--- src/rtl/perf_stat_bank.sv ---
// perf_stat_bank: NUM_CH event counters (wrap or saturate, sticky ovf, halt-driven freeze), 1-cycle registered read.
// Define PERF_STAT_SNAPSHOT_EN to add the snapshot shadow bank; without it reads return the live counters.
module perf_stat_bank #(
  parameter int CNT_W    = 32,
  parameter int NUM_CH   = 4,
  parameter int SATURATE = 0,
  localparam int SEL_W   = (NUM_CH > 1) ? $clog2(NUM_CH) : 1
) (
  input  logic              clk,
  input  logic              reset,
  input  logic [NUM_CH-1:0] ev,
  input  logic              halt,
  input  logic              clr,
  input  logic              snap,
  input  logic              rd_en,
  input  logic [SEL_W-1:0]  rd_sel,
  output logic [CNT_W-1:0]  rd_data,
  output logic              rd_valid,
  output logic [NUM_CH-1:0] ovf,
  output logic              frozen
);

  typedef enum logic {ST_RUN = 1'b0, ST_FROZEN = 1'b1} state_e;

  state_e              state_q;
  logic [CNT_W-1:0]    cnt_q [NUM_CH];
  logic [CNT_W-1:0]    cnt_d [NUM_CH];
  logic [NUM_CH-1:0]   ovf_q, ovf_d;
  logic [CNT_W-1:0]    rd_bank [NUM_CH];
  logic [CNT_W-1:0]    rd_src;
  logic [CNT_W-1:0]    rd_data_q;
  logic                rd_valid_q;

  // Events are still counted on the edge that first samples halt; the freeze applies afterwards.
  always_ff @(posedge clk or negedge reset) begin
    if (!reset) begin
      state_q <= ST_RUN;
    end else begin
      case (state_q)
        ST_RUN:    if (!clr && halt) state_q <= ST_FROZEN;
        ST_FROZEN: if (clr)          state_q <= ST_RUN;
        default:                     state_q <= ST_RUN;
      endcase
    end
  end

  always_comb begin
    cnt_d = cnt_q;
    ovf_d = ovf_q;
    if (clr) begin
      for (int i = 0; i < NUM_CH; i++) cnt_d[i] = '0;
      ovf_d = '0;
    end else if (state_q == ST_RUN) begin
      for (int i = 0; i < NUM_CH; i++) begin
        if (ev[i]) begin
          if (&cnt_q[i]) begin
            ovf_d[i] = 1'b1;
            cnt_d[i] = (SATURATE != 0) ? cnt_q[i] : '0;
          end else begin
            cnt_d[i] = cnt_q[i] + CNT_W'(1);
          end
        end
      end
    end
  end

  always_ff @(posedge clk or negedge reset) begin
    if (!reset) begin
      for (int i = 0; i < NUM_CH; i++) cnt_q[i] <= '0;
      ovf_q <= '0;
    end else begin
      cnt_q <= cnt_d;
      ovf_q <= ovf_d;
    end
  end

`ifdef PERF_STAT_SNAPSHOT_EN
  logic [CNT_W-1:0] shadow_q [NUM_CH];

  // Captures the pre-edge counter values, so a same-cycle clr or event is not seen.
  always_ff @(posedge clk or negedge reset) begin
    if (!reset) begin
      for (int i = 0; i < NUM_CH; i++) shadow_q[i] <= '0;
    end else if (snap) begin
      shadow_q <= cnt_q;
    end
  end

  always_comb begin
    for (int i = 0; i < NUM_CH; i++) rd_bank[i] = shadow_q[i];
  end
`else
  logic unused_snap;
  assign unused_snap = snap;

  always_comb begin
    for (int i = 0; i < NUM_CH; i++) rd_bank[i] = cnt_q[i];
  end
`endif

  // Out-of-range selects fall through to zero.
  always_comb begin
    rd_src = '0;
    for (int i = 0; i < NUM_CH; i++) begin
      if (int'(rd_sel) == i) rd_src = rd_bank[i];
    end
  end

  always_ff @(posedge clk or negedge reset) begin
    if (!reset) begin
      rd_data_q  <= '0;
      rd_valid_q <= 1'b0;
    end else begin
      rd_valid_q <= rd_en;
      if (rd_en) rd_data_q <= rd_src;
    end
  end

  assign rd_data  = rd_data_q;
  assign rd_valid = rd_valid_q;
  assign ovf      = ovf_q;
  assign frozen   = (state_q == ST_FROZEN);

endmodule

--- config.mk ---
export PLATFORM = sky130hd
export DESIGN_NAME = perf_stat_bank
export DESIGN_NICKNAME = d
export VERILOG_FILES = /design/src/rtl/perf_stat_bank.sv
export SDC_FILE = /design/constraint.sdc
export NUM_CORES = 1
export LEC_CHECK = 0
export ABC_CLOCK_PERIOD_IN_PS = 2700
export CORE_MARGIN = 3
export CORE_UTILIZATION = 55
export CTS_CLUSTER_DIAMETER = 30
export CTS_CLUSTER_SIZE = 25
export DETAILED_ROUTE_END_ITERATION = 8
export PLACE_DENSITY = 0.84
export SETUP_SLACK_MARGIN = 0.1
export SYNTH_ARGS = -nofsm -noshare
export SYNTH_HDL_FRONTEND = slang
export SYNTH_SLANG_ARGS = --single-unit
--- constraint.sdc ---
create_clock -name clk -period 2.7 [get_ports clk]
set_input_delay 0.405 -clock clk [delete_from_list [all_inputs] [get_ports clk]]
set_output_delay 0.405 -clock clk [all_outputs]
set_load 0.03 [all_outputs]
### Word-level counts from Yosys, hierarchy flattened

Cells that the tools add are included.

| operators by class | value |
|---|---|
| muxes and demuxes | 27 |
| $add $sub $neg | 4 |
| reduce and logical (&&, ||, !) cells | 23 |
| bitwise operators | 1 |
| eq/ne operators | 4 |

Operators with widths:

| kind | number |
|---|---|
| 32-bit 2-to-1 mux | 12 |
| 128-bit 2-to-1 mux | 2 |
| 32-bit by 1-bit adder with 32-bit output, second input constant | 4 |
| 32-bit AND reduction | 4 |
| 2-bit nonzero test | 8 |
| 3-bit AND reduction | 4 |
| 1-bit 2-to-1 mux | 10 |
| 4-bit 2-to-1 mux | 2 |
| 2-bit AND reduction | 4 |
| 2-bit equality test, second input constant | 2 |
| 2-bit by 1-bit equality test with 1-bit output, second input constant | 1 |
| 2-bit logical NOT | 1 |
| 2-bit != test, second input constant | 1 |
| 1-bit one-hot mux with 2 select lines | 1 |
| 1-bit logical AND | 1 |
| 1-bit logical NOT | 1 |
| 1-bit inverter | 1 |

| storage, ports and cells | value |
|---|---|
| input port bits | 12 |
| output and inout bits | 38 |
| word-level logic and storage cells | 70 |
| register bits | 166 |

### Longest topological paths before layout

| logic depth | value |
|---|---|
| word-level depth | 5 |
| mapped depth | 8 |
| depth with buffers taken out | 6 |

### Worst setup path before layout

Ideal clock, no wire load.

| timing path | value |
|---|---|
| path kind | register to register |
| from | reg cnt_q[106] (netlist bit) |
| to | reg cnt_q[116] (netlist bit) |
| required time | 2,581 ps |
| slack | 496 ps |
| clock period less this slack | 2,204 ps |
| setup time | 119 ps |
| cell stages (with the launch flop) | 9 |
| path buffers | 3 |
| arrival | 2,085 ps |
| path through | dfrtp_1 nand4_2 or4_1 buf_2 or4_4 o21ai_2 buf_6 buf_6 nor2_1 |

| on the way | value |
|---|---|
| cells in the longest elaborated chain, start to end | 5 |
| elaborated cells between the ends (all ways) | 6 |
| those cells by class | add/sub: 1; mux: 4; reduce/logical: 1 |

Ends and longest elaborated chain:

| element | RTL line | source |
|---|---|---|
| start, declared | 26 | `logic [CNT_W-1:0] cnt_q [NUM_CH];` |
| start signal, assigned | 72 | `cnt_q <= cnt_d;` |
| 32-bit by 1-bit adder with 32-bit output or 32-bit AND reduction (tied branches) | 60, 56 |  |
| 32-bit 2-to-1 mux * | 56 | `if (&cnt_q[i]) begin` |
| 32-bit 2-to-1 mux * | 55 | `if (ev[i]) begin` |
| 128-bit 2-to-1 mux * | 53 | `end else if (state_q == ST_RUN) begin` |
| 128-bit 2-to-1 mux * | 50 | `if (clr) begin` |

Mark *: on every way between the ends. The rest lies on a longest branch, timed or not. The select of a mux whose other input is x is not followed.
A chain may end at the register's enable or synchronous reset.

### Final worst setup path

| timing path | value |
|---|---|
| from | reg cnt_q[106] (netlist bit) |
| to | reg cnt_q[119] (netlist bit) |

The elaborated chain is that of the path after synthesis.

==> flow_summary.yaml <==
yosys:
  yosys.area_share.simple_pct: 22.13
  synth_edf_count: 0
  syn_inst: 821
  synth_compound_area_share_pct: 3.246
  synthFlopType: "dfrtp_1"
  synth_top_family_by_area: "simple AND/OR/NAND/NOR gates"
  ys_types: 47
  synth_warnings: 0
  ys_ff_latch: 166
  synthArstFlopShare_pct: 100.0
  syn_nets: 837
  syn-cell-area_sq_um: 8673
  ys_seq_area_share_pct: 47.89
  synth_xor_area_share_pct: 11.31
  synthMuxAreaShare_pct: 12.72
  synth_area_per_cell_sq_um: 10.56
  synth-adder-area-share_pct: 0.5770
pwr:
  p_per_area_nw_per_um2: 519.7
  leakage_nw: 4.217
  clkPwrFrac_pct: 46.9
  combPwrFrac_pct: 5.2
  cellInternalPower_mw: 4.077
  seqPwrFrac_pct: 47.9
  total_power_mw: 5.267
  switching_share_pct: 22.59
  ir_drop_mv: 0.4584
  switching_power_mw: 1.190
clocking:
  clock_latency_ns: 0.43
  post_cts_buffers: 0
  path_clk_slew_ns: 0.06
  clockBufferDepth: 2
  cts_max_level: 4
  clock-root-buffer: "clkbuf_16"
  cts_tree: "done"
  cts_buffers: 17
  cts_num_sinks: 166
timing:
  setup_violations: 0
  hold_violations: 0
  tns_ns: 0
  slew_headroom_pct: 50.54
  finalCritPeriodShare_pct: 90.30
  whs_ns: 0.5012
  grt_setup_unrepaired: "no"
  fin_skew_ns: 0.01027
  finalMaxSlewViolations: 0
  period_needed_ns: 2.438
  worst_slew_pin_slew_ns: 0.7350
  max_freq_ghz: 0.4102
detailed_routing:
  num_vias: 6822
  wl_per_cell_microns: 19.65
  first_pass_iters: 5
  antenna_left: 0
  routed_wl_microns: 21760
  drt-initial-drc-count: 638
  drcViolationCount: 0
  vias_per_cell: 6.163
layout:
  nets: 899
  fillers: 1155
  drive_above_1_share_pct: 15.29
  antennaDiodeCount: 0
  post-route-util_pct: 66.18
  syn_to_final_growth_pct: 16.86
global_route:
  grt_pass1_wl_microns: 35470
  overflow: 0
  use_met2_pct: 40.32
  grt.met1_usage_pct: 35.07
  grt_pass1_vias: 6677
  antenna_found_initial: 1
  grt_util_met3_pct: 6.930
  grt-busiest-layer: "met2"
  grtUsageTotal_pct: 25.95
  grt_max_degree: 70
status:
  status: "completed"
floorplanning:
  core_area_sq_um: 15310
  ios: 50
  die_area_sq_um: 17310
  num_rows: 45
  fp.dieH_microns: 131.6
  chipWidth_microns: 131.6
  start_util_pct: 56.63
worst_setup_path:
  critPathRequiredTime_ns: 3.07
  cp-start-kind: "flip-flop"
  cp_data_arrival_time_ns: 2.80
  cp_max_fo: 14
  end_kind: "flip-flop"
  criticalPathCategory: "flip-flop to flip-flop"
place:
  dp_hpwl_microns: 14910
  port_buffers: 48
  routabilityCongestion: 0.8996
worst_hold_path:
  worstHoldPathType: "flip-flop to flip-flop"
job:
  drv_cap: 0
==> state kept, by name, summed over array words and instances (netlist names) <==
signal,count
cnt_q,128
frozen,1
ovf,4
rd_valid,1
rd_data,32
==> layout make-up <==
type	count	area (sq um)	share of cell area, %
Multi-Input combinational cell	612	4344	42.86
Tap cell	211	264.0	2.605
Sequential cell	166	4154	40.98
Timing Repair Buffer	79	749.5	7.394
Clock inverter	11	147.6	1.457
Inverter	7	26.28	0.2592
Clock buffer	21	450.4	4.444
==> synthesized netlist by cell type (7+ instances only) <==
cell / n / area share, %
dfrtp_1: 166 / 48
nor2_1: 138 / 6.0
xor2_1: 58 / 5.9
nand2_1: 57 / 2.5
xnor2_1: 54 / 5.5
nand3_1: 47 / 2.7
nand4_1: 43 / 3.1
mux2_2: 34 / 4.4
mux4_2: 32 / 8.3
clkbuf_1: 22 / 0.95
nor3_1: 19 / 1.1
nor4_1: 17 / 1.2
and3_1: 15 / 1.1
a21oi_1: 14 / 0.81
and4_1: 14 / 1.4
and2_1: 10 / 0.72
or3_1: 7 / 0.50
==> what timing repair did <==
action | in CTS | in global routing
gates resized for setup | 0 | 1
hold buffers | 1 | 0
endpoints found under the setup margin | 0 | 20
hold endpoints to repair | 15 | 0
==> metrics by stage <==
step                      instances  cell area, sq um  setup WS, ns
after detailed placement       1074              9523        0.3382
after global placement         1074              9523        0.3858
final                          1107             10140        0.2620
after CTS                      1107             10130        0.2828
after global routing           1107             10140        0.1359
after floorplan                 821              8673        0.4964
==> cell families after synthesis <==
kind of cell | after synthesis
AOI/OAI and AO/OA | 42
buffers and inverters | 43
xor gates and xnor gates | 112
and+or+nand+nor | 388
DFF | 166
muxes | 66
adders and majority gates | 4
==> metal layers <==
layer	vias to the layer above	part of all wire, %
met5	-	0.060
met4	2	2.6
met3	56	8.5
met2	321	48
met1	3397	41
li1	3046	-
==> power by group through the flow <==
stage          combinational (mW)  sequential (mW)  clock, mW
2_1_floorplan               0.131             2.57          0
3_3_place_gp                0.265             2.57          0
3_5_place_dp                0.270             2.57          0
4_1_cts                     0.274             2.52       2.50
5_1_grt                     0.297             2.52       2.60
6_report                    0.272             2.52       2.47
==> worst max-delay path: stages, from the launching register on <==
cell     delay [ns]
dfrtp_1        0.48
nand4_2        0.19
or4_1          0.63
buf_4          0.23
or2_2          0.32
or4_1          0.42
nand3_1        0.10
==> final timing paths <==
kind | startpoint | to | slack [ns] | cells past startpoint
max | cnt_q[106] | cnt_q[119] | 0.26 | 6
min | ovf[2] | ovf[2] | 0.50 | 1
max reg2reg | cnt_q[106] | cnt_q[119] | 0.26 | 6
min reg2reg | ovf[2] | ovf[2] | 0.50 | 1
max in group asynchronous | reset | cnt_q[107] | 1.40 | 3
min in group asynchronous | reset | cnt_q[57] | 0.54 | 2
==> placed cells by master (no fill, tap or decap), types with 6 or more instances in the layout <==
master	count
clkbuf_16	17
inv_1	6
or3_1	7
xnor2_1	54
dfrtp_1	166
and2_1	10
and3_1	15
clkdlybuf4s50_1	46
nor4_1	17
and4_1	14
nand4_1	43
a21oi_1	14
mux2_2	34
nor2b_1	6
nand2_1	57
nor2_1	138
nor3_1	18
xor2_1	58
mux4_2	32
buf_4	27
o2111ai_1	6
nand3_1	47
Power figures use the tool's default switching activity.
